$ cat src/rtl/seq_mult_param.sv
// -----------------------------------------------------------------------------
// seq_mult_param
//
// Parametrised sequential shift-add multiplier. Computes the exact
// 2*WIDTH-bit product of two WIDTH-bit operands, unsigned or two's-complement
// (selected per operation), over WIDTH clock cycles. This is the shared
// multiply unit for the datapath.
//
// Parameters:
//   WIDTH        operand width, legal range 2..32
//
// Ports:
//   clk          rising-edge clock
//   rst_n        asynchronous active-low reset
//   start        request; accepted only while ready=1
//   signed_mode  1 = two's-complement operands, 0 = unsigned; sampled with start
//   a            multiplicand; sampled with start
//   b            multiplier; sampled with start
//   ready        high when no operation is in progress (~busy)
//   busy         high while iterating
//   done         one-cycle pulse; product holds the new result
//   product      registered result; held until the next completion
// -----------------------------------------------------------------------------
module seq_mult_param #(
  parameter int unsigned WIDTH = 8
) (
  input  logic                 clk,
  input  logic                 rst_n,
  input  logic                 start,
  input  logic                 signed_mode,
  input  logic [WIDTH-1:0]     a,
  input  logic [WIDTH-1:0]     b,
  output logic                 ready,
  output logic                 busy,
  output logic                 done,
  output logic [2*WIDTH-1:0]   product
);

  localparam int unsigned CntW = $clog2(WIDTH + 1);
  localparam logic [CntW-1:0] LastCnt = CntW'(WIDTH - 1);

  typedef enum logic [0:0] {
    StIdle,
    StRun
  } state_e;

  state_e r_state;
  state_e w_state_next;

  // Working registers
  logic [WIDTH:0]       r_acc;      // one guard bit above the operand width
  logic [WIDTH-1:0]     r_mplr;     // multiplier, shifted right each iteration
  logic [WIDTH-1:0]     r_mcand;    // captured multiplicand
  logic [CntW-1:0]      r_cnt;      // iteration index 0..WIDTH-1
  logic                 r_signed;   // captured mode
  logic                 r_done;
  logic [2*WIDTH-1:0]   r_product;

  // Combinational datapath
  logic                 w_accept;
  logic                 w_last;
  logic [WIDTH:0]       w_mcand_ext;
  logic [WIDTH:0]       w_sum;
  logic [WIDTH:0]       w_acc_shift;
  logic [WIDTH-1:0]     w_mplr_shift;
  logic [2*WIDTH-1:0]   w_result;

  assign w_accept = (r_state == StIdle) && start;
  assign w_last   = (r_state == StRun) && (r_cnt == LastCnt);

  // One guard bit: sign extension in signed mode, zero extension otherwise.
  assign w_mcand_ext = {r_signed & r_mcand[WIDTH-1], r_mcand};

  // The MSB of a two's-complement multiplier carries negative weight, so the
  // final partial product is subtracted rather than added.
  always_comb begin
    w_sum = r_acc;
    if (r_mplr[0]) begin
      if (w_last && r_signed) begin
        w_sum = r_acc - w_mcand_ext;
      end else begin
        w_sum = r_acc + w_mcand_ext;
      end
    end
  end

  // Right shift of {acc, mplr}: arithmetic in signed mode, logical otherwise.
  assign w_acc_shift  = {r_signed & w_sum[WIDTH], w_sum[WIDTH:1]};
  assign w_mplr_shift = {w_sum[0], r_mplr[WIDTH-1:1]};

  // Low 2*WIDTH bits of the shifted {acc, mplr}; the guard bit is dropped.
  assign w_result = {w_sum, r_mplr[WIDTH-1:1]};

  // ---------------------------------------------------------------------------
  // FSM
  // ---------------------------------------------------------------------------
  always_ff @(posedge clk or negedge rst_n) begin
    if (!rst_n) begin
      r_state <= StIdle;
    end else begin
      r_state <= w_state_next;
    end
  end

  always_comb begin
    w_state_next = r_state;
    unique case (r_state)
      StIdle: begin
        if (start) begin
          w_state_next = StRun;
        end
      end
      StRun: begin
        if (w_last) begin
          w_state_next = StIdle;
        end
      end
      default: w_state_next = StIdle;
    endcase
  end

  // ---------------------------------------------------------------------------
  // Datapath registers
  // ---------------------------------------------------------------------------
  always_ff @(posedge clk or negedge rst_n) begin
    if (!rst_n) begin
      r_acc     <= '0;
      r_mplr    <= '0;
      r_mcand   <= '0;
      r_cnt     <= '0;
      r_signed  <= 1'b0;
      r_done    <= 1'b0;
      r_product <= '0;
    end else begin
      r_done <= 1'b0;
      if (w_accept) begin
        r_acc    <= '0;
        r_mplr   <= b;
        r_mcand  <= a;
        r_signed <= signed_mode;
        r_cnt    <= '0;
      end else if (r_state == StRun) begin
        r_acc  <= w_acc_shift;
        r_mplr <= w_mplr_shift;
        if (w_last) begin
          r_cnt     <= '0;
          r_product <= w_result;
          r_done    <= 1'b1;
        end else begin
          r_cnt <= r_cnt + CntW'(1);
        end
      end
    end
  end

  // ---------------------------------------------------------------------------
  // Outputs
  // ---------------------------------------------------------------------------
  assign busy    = (r_state == StRun);
  assign ready   = (r_state == StIdle);
  assign done    = r_done;
  assign product = r_product;

endmodule

$ cat config.mk
export PLATFORM = sky130hd
export DESIGN_NAME = seq_mult_param
export DESIGN_NICKNAME = d
export VERILOG_FILES = /design/src/rtl/seq_mult_param.sv
export SDC_FILE = /design/constraint.sdc
export NUM_CORES = 1
export LEC_CHECK = 0
export CORE_ASPECT_RATIO = 0.7
export CORE_MARGIN = 2
export CORE_UTILIZATION = 30
export DETAILED_ROUTE_END_ITERATION = 16
export PLACE_DENSITY_LB_ADDON = 0.2
export SLEW_MARGIN = 10
export SYNTH_ARGS = -nofsm -noshare
export SYNTH_HDL_FRONTEND = slang
export SYNTH_SLANG_ARGS = --single-unit
$ cat constraint.sdc
create_clock -name clk -period 3.4 [get_ports clk]
set_input_delay 0.68 -clock clk [delete_from_list [all_inputs] [get_ports clk]]
set_output_delay 0.68 -clock clk [all_outputs]
set_load 0.02 [all_outputs]
# --- Yosys cells after proc, flatten, opt, wreduce, memory -nomap -nowiden ---
# Index checks and enable logic that the tools add are counted.
word_totals:
  out_inout_bits: 19
  word_cells: 36
  register_bits: 48
  input_bits: 20
classes:
  n_eq_ne: 1
  reduce_logical: 5
  mux: 15
  add_sub_neg: 3
  bitwise_logic: 4
ops:
  columns: ["operator", "n"]
  rows:
  - ["two-way mux 9 bit", 4]
  - ["two-way mux 8 bit", 2]
  - ["two-way mux 4 bit", 3]
  - ["adder 9 bit", 1]
  - ["subtractor 9 bit", 1]
  - ["two-way mux 1 bit", 5]
  - ["adder 4 x 1 -> 4 bit, second input constant", 1]
  - ["== test 4 x 3 -> 1 bit, second input constant", 1]
  - ["logical AND 1 bit", 3]
  - ["AND reduction 3 bit", 1]
  - ["AND 1 bit", 2]
  - ["inverter 1 bit", 2]
  - ["case mux 1 bit (2 select lines)", 1]
  - ["nonzero test 2 bit", 1]

# --- Logic depth before layout (Yosys ltp) ---
depth:
  ltp_word: 8
  ltp_mapped: 15

# --- Least setup slack after synthesis ---
# No wires, ideal clock.
synth_timing:
  path_kind: "reg-to-reg"
  start: "reg r_state (netlist: busy)"
  end: "reg r_product[13] (netlist: product[13])"
  slack_ns: 0.076
  period_less_slack_ns: 3.324
  arrival_ns: 3.199
  path_stages_with_launch: 14
  path_buffers: 1
  required_ns: 3.275
  path_cell_list: "dfrtp_1 -> inv_2 -> or2_1 -> buf_6 -> nor2_1 -> mux2_2 -> fa_1 -> nor2b_1 -> o31a_1 -> o21a_1 -> nor2_1 -> xnor2_1 -> mux2_2 -> mux2_2"
synth_between:
  elab_chain_len: 4
  word_cells_on_any_way: 8
  cone_classes: "mux: 2; bitwise: 2; reduce/logical: 4"
synth_rtl:
  columns: ["item", "line_no", "rtl"]
  rows:
  - ["start: declaration", "47", "state_e r_state;"]
  - ["start signal: assignment", "99", "r_state <= StIdle;"]
  - ["start signal: assignment", "101", "r_state <= w_state_next;"]
  - ["inverter 1 bit", null, null]
  - ["named net ready", "33", "output logic ready,"]
  - ["logical AND 1 bit", "68", "assign w_accept = (r_state == StIdle) && start;"]
  - ["inverter 1 bit (no source line)", null, null]
  - ["AND reduction 3 bit (no source line)", null, null]
  - ["end signal: assignment", "147", "r_product <= w_result;"]
  - ["end: declaration", "57", "logic [2*WIDTH-1:0] r_product;"]
# The timed path passes the listed nets, and every way through them passes these cells.
# A chain may end at the register's enable or synchronous reset.

# --- Final worst setup path ---
layout_timing:
  start: "reg r_cnt[0]"
  end: "reg r_product[13] (netlist: product[13])"
layout_between:
  elab_chain_len: 5
  word_cells_on_any_way: 6
  cone_classes: "eq/ne: 1; mux: 2; reduce/logical: 3"
layout_rtl:
  columns: ["item", "line_no", "rtl"]
  rows:
  - ["start: declaration", "54", "logic [CntW-1:0] r_cnt;"]
  - ["start signal: assignment", "150", "r_cnt <= r_cnt + CntW'(1);"]
  - ["== test 4 x 3 -> 1 bit (*)", "69", "assign w_last = (r_state == StRun) && (r_cnt == LastCnt);"]
  - ["logical AND 1 bit (*)", "69", null]
  - ["logical AND 1 bit", "79", "if (w_last && r_signed) begin"]
  - ["two-way mux 9 bit", "79", null]
  - ["two-way mux 9 bit", "78", "if (r_mplr[0]) begin"]
# Every way passes the cells marked *; elsewhere a longest branch is shown, timed or not.

==> impl_results.md <==
- Max_slew headroom: ~59%
- Status: finished, final reports clean
- GR Overflow Total: 0
- Initial antenna violation count: 0
- Avg Vias per Cell: 4.73
- Seq pwr share: between 20% and 30%
- Die area: 0.00903 mm^2
- CTS tree: done
- Slew Limit Fails: 0
- Worst-Margin Slew: between 600 and 700 ps
- Crit end category: flip-flop
- Post-synth top cells: nand2_1 (55), dfrtp_1 (48), o21ai_0 (20)
- Post-synthesis cell area: 0.00248 mm^2
- Die Wd: 113 um
- Post-DP HPWL: between 4 and 5 mm
- Initial core utilization: a little under a third
- Post-synth cell types: 40
- Mapped Cells: around 260
- Fmax: roughly 310 MHz
- Share of layout cells above drive strength 1: 11.3%
- Tcrit/Tclk final: approximately 94%
- Setup TNS: 0 ps
- Final count of hold timing violations: 0
- Root Buffer: clkbuf_16
- Clock Sinks: 48
- Clock latency on the worst-skew pair: 290 ps
- P_int: roughly 2200 uW
- Worst vdd ir: slightly below 0.4 mV
- Final GP Congestion: roughly 0.80
- CP Launch Type: flip-flop
- All-Layer GR Usage: between 10% and 20%
- Xor/xnor share of the synthesized area: under 10%
- N_diodes: 0
- Sw Share: 41.7%
- NetSw: around 1500 uW
- Synth area leader: dfrtp_1
- Synthesized flop and latch total: 48
- Total of max-cap violations: 0
- CP startpoint: r_cnt[0]
- Crit path max fanout: 4
- DR top layer: met4
- DR pass1 iterations: 4
- Area contributors post-synth: dfrtp_1 (48%), nand2_1 (8.3%), mux2_2 (5.4%)
- Worst reg2reg path startpoint: r_cnt[0]
- Metal2 WL: ~2.2 mm
- Synth top area share: 48.4%
- Lkg Pwr: 0.00144 uW
- Routed met1 length: 3.17 mm
- Met3 wire length: about 210 um
- Top-count cell post-synth: nand2_1
- Starting DRT DRC Count: 70
- Clk network pwr share: between 10% and 20%
- Mux cell area share after synthesis: around 8.7%
- Synth Area per Inst: about 9.7 um^2
- Top_reg_cell synth: dfrtp_1
- Clock transition at the registers of the reported paths: 70 ps
- Synth warn: 0
- Post-synth EDFFs: 0
- Sequential share of the synthesized area: between 40% and 50%
- Logic pwr share: between 50% and 60%
- Setup-failing EPs final: 0
- Vias in the first global route: approximately 1900
- Setup bufs post-CTS: 0
- Worst path required time: roughly 3600 ps
- Port Buffers: 38
- WL/cell: 14.1 um
- Post-Syn Nets: 288
- Post-synthesis adder-cell area fraction: under 10%
- Pwr per Cell Area: 1170 mW/mm^2
- Largest net degree at the start of global routing: 34
- P&R area growth vs syn: 27.0%
- Hold WC Path Type: primary input to async pin
- H-tree level count: 2
- Main combinational cell family by area after synthesis: simple AND/OR/NAND/NOR gates
- Via Count: 1905
- Max Buffers Root-to-Sink: 2
- Setup Skew: roughly 4.2 ps
- Post-route DRC: 0
- RSZ-0062 raised after global routing: no
- Total wire length: between 5 and 6 mm
- Die H: ~80 um
- First-pass GRT wire length: 9.62 mm
- Post-Synth Simple-Gate Area: between 10% and 20%
- Nets: 332
- Tmin final: roughly 3200 ps
- Synth async-reset ratio: 100%
- Number of routed nets with antenna violations: 0
- Site Rows: 27
- CTS buffer count: 5
- CTS Hold Bufs: 0
- Core ar.: approximately 0.0079 mm^2
- CP Class: flip-flop to flip-flop
- Hold WS: between 300 and 400 ps
- Critical Path AT: 3360 ps
- R2R cell count: 13
- Synth Area in Compound Gates: approximately 14%
- IO Pins: 39
## placed cells by master, fill, tap and decap left out, types with 2 or more instances in the layout
| master | count |
|---|---|
| a31oi_1 | 3 |
| clkbuf_16 | 5 |
| a21o_1 | 2 |
| inv_1 | 11 |
| o21ai_1 | 4 |
| ha_1 | 10 |
| xnor2_1 | 11 |
| buf_4 | 8 |
| nor2b_1 | 4 |
| dfrtp_1 | 48 |
| mux2_2 | 12 |
| o21ai_0 | 19 |
| a21oi_1 | 12 |
| nor3_1 | 3 |
| nand2b_1 | 4 |
| nand2_1 | 55 |
| clkdlybuf4s50_1 | 37 |
| o21a_1 | 3 |
| clkinv_2 | 2 |
| o31ai_1 | 2 |
| a22o_1 | 5 |
| mux2i_1 | 8 |
| nor2_1 | 14 |
## cell type report
cell class              count  area (um^2)
fillers                   813         4790
flip-flops and latches     48         1200
multi-input cells         187         1190
repair buffers             46          435
well taps                 101          126
clock buffers               5          125
inverters                  13         51.3
clock inverters             3         18.8
## cells by family (layout without fill, tap and decap cells)
group | count (synthesis) | after routing
flip-flops | 48 | 48
adder cells (fa/ha/maj) | 11 | 11
AND/OR/NAND/NOR | 88 | 88
multiplexers | 20 | 20
buffers and inverters | 22 | 67
XOR/XNOR | 12 | 12
AO/OA/AOI/OAI | 56 | 56
## power groups by stage
stage,logic [uW],clock network (uW),registers (uW)
floorplan,1430,0,1140
global placement,2090,0,1090
detailed placement,2110,0,1090
CTS,2120,507,1090
global route,2380,537,1130
finish,2130,495,1080
## what timing repair did
| item | 4_1_cts | 5_1_grt |
|---|---|---|
| endpoints found under the hold margin | 0 | 0 |
| endpoints found under the setup margin | 0 | 3 |
| resized for setup | 0 | 2 |
## metal layers
| layer | vias to the layer above | track usage [%] |
|---|---|---|
| li1 | 961 | - |
| met1 | 907 | 21.2 |
| met2 | 29 | 19.1 |
| met3 | 8 | 3.70 |
| met4 | 0 | 4.76 |
| met5 | - | 0 |
## path summary, 6_finish.rpt
kind	endpoint	slack (ps)
setup / recovery	product[13]	220
hold / removal	r_cnt[2]	400
setup reg to reg	product[13]	220
hold reg to reg	product[4]	470
max in group asynchronous	product[10]	2270
min in group clk	product[4]	470
## worst max-delay path: stages, from the launching register on
cell and delay (ps):
dfrtp_1 380, ha_1 190, nand3b_1 90, or2_1 230, nor2_1 140, mux2_2 380
fa_1 430, nor2b_1 170, o31a_1 230, o21a_1 140, nor2_1 40, xnor2_1 110
mux2_2 270, mux2_2 260
## flip-flops by register name, summed over array words and instances, names as in the netlist
signal    flops
busy          1
done          1
product      16
r_acc         9
r_cnt         4
r_mcand       8
r_mplr        8
r_signed      1
## stage by stage
stage	std cells	power, uW	instance area, um^2	setup WS [ps]	util, %
after floorplan	257	2570	2480	76.2	-
after global routing	403	4050	3150	23.9	39.7
after CTS	403	3720	3150	226	39.6
final	403	3700	3150	221	39.7
after global placement	395	3190	3000	302	37.8
after detailed placement	395	3200	3000	249	37.8
Note: power is estimated with default switching activity, not from simulation.
==> RTL edit, RTL diff (config.mk and constraints unchanged) <==
`WIDTH`: 8 -> 16.
--- a/src/rtl/seq_mult_param.sv
+++ b/src/rtl/seq_mult_param.sv
@@ -24,3 +24,3 @@
 module seq_mult_param #(
-  parameter int unsigned WIDTH = 8
+  parameter int unsigned WIDTH = 16
 ) (
Interface: changed (resized a, b and product); port bits go from 39 to 71. No check against the original RTL was run, so the function may have changed too.
==> RTL edit against the unedited design <==
Sequential cell count up 41; critical endpoint is now r_acc[16]; die area up 89%; area after synthesis up 93%; critical path depth up 1; clock skew up 0.0029 ns; power up 97%; sequential share of layout area down 3.9 points; largest power group unchanged; wire length up 130%; hold slack worse by 0.061 ns; clock power up 90%; setup slack worse by 0.16 ns; final area up 110%; non-clock buffer count up 76.
==> RTL edit: results (changes against the unedited design) <==
mean area per synthesized cell=9.48 sq um (-1.8%); multi-input logic cell count=380 (+100%); Clk pwr share=12.9% (-0.5 points); cell depth of the worst flop-to-flop path=14 (+1); slowest stage cell, crit path=sky130_fd_sc_hd__or4_4; area of the multi-input gates=2580 sq um (+120%); met3 routing resource usage after global routing=3.94% (+0.24 points); transition time of the tightest slew-check pin=0.610 ns (-0.00118 ns); Non-clock buffering overhead=17.4% (+3.6 points); switching share of power=42.7% (+0.94 points); placed cell count=797 (+100%); Combinational Power Share=59.7% (+2.3 points); fill cell instance count of the final layout=1508 (+85%); Clock buffers and inverters, area share=4.23% (-0.34 points); outcome=completed; area post-placement=6030 sq um (+100%); All-Layer GR Usage=15.7% (+1.7 points); commonest cells in the netlist=sky130_fd_sc_hd__nand2_1, sky130_fd_sc_hd__dfrtp_1, sky130_fd_sc_hd__o21ai_0; first-pass iteration count of the detailed router=5 (+1); count of H-tree levels built during CTS=3 (+1); pin count of the biggest net entering global routing=53 (+56%); number of tapcells=200 (+98%); critical path's top delay family=compound AO/OA/AOI/OAI gates; core occupancy in the finished layout=41.9% (+2.2 points); cell type taking the most area=multi-input gates; vias=3978 (+110%); Routed WL=13000 microns (+130%); endpoint of the worst register-to-register path=r_acc[16]; Worst setup startpoint=r_cnt[1]; PostCTS Resize Cnt=3 (+3); worst clock skew=0.00707 ns (+0.00290 ns); count of routing violations after the opening detailed-route iteration=207 (+200%); Design Power=7.30 mW (+97%); HPWL after DPL=9250 microns (+120%); Cell variety after synth=50 (+25%); via count of the first global-routing pass=3796 (+100%); flip-flop count of the largest register after layout=32 (+16); dpl ws=-0.0721 ns (-0.321 ns); Arrival @ worst endpoint=3.58 ns (+0.22 ns); weighted congestion reported at the end of routability-driven placement=0.899 (+12%); cell leakage power=2.95 nW (+100%); final worst-path cycle share=98.3% (+4.7 points); Final nets=668 (+100%); Met2 Routed Length=5470 microns (+140%); non-clock buffer count in the final layout=122 (+170%); share of the final layout cell area in sequential cells=34.2% (-3.9 points); largest fanout on the critical path=7 (+3)
RTL edit: cell count changes after synthesis, moves of 12 or more:
cell                       delta
sky130_fd_sc_hd__xor2_1      +13
sky130_fd_sc_hd__dfrtp_1     +41
sky130_fd_sc_hd__o21ai_0     +32
sky130_fd_sc_hd__nand2_1     +50
sky130_fd_sc_hd__mux2i_1     +14
sky130_fd_sc_hd__a21oi_1     +12
sky130_fd_sc_hd__clkbuf_1    +12
RTL edit: cells by family (layout without fill, tap and decap cells):
family | count (synthesis) | after routing | synth area share (%)
AO/OA/AOI/OAI | 129 | 129 | 16.4
flip-flops | 89 | 89 | 46.4
multiplexers | 40 | 40 | 8.82
adder cells (fa/ha/maj) | 19 | 19 | 5.11
XOR/XNOR | 25 | 25 | 4.56
AND/OR/NAND/NOR | 167 | 167 | 15.7
buffers and inverters | 37 | 149 | 3.00
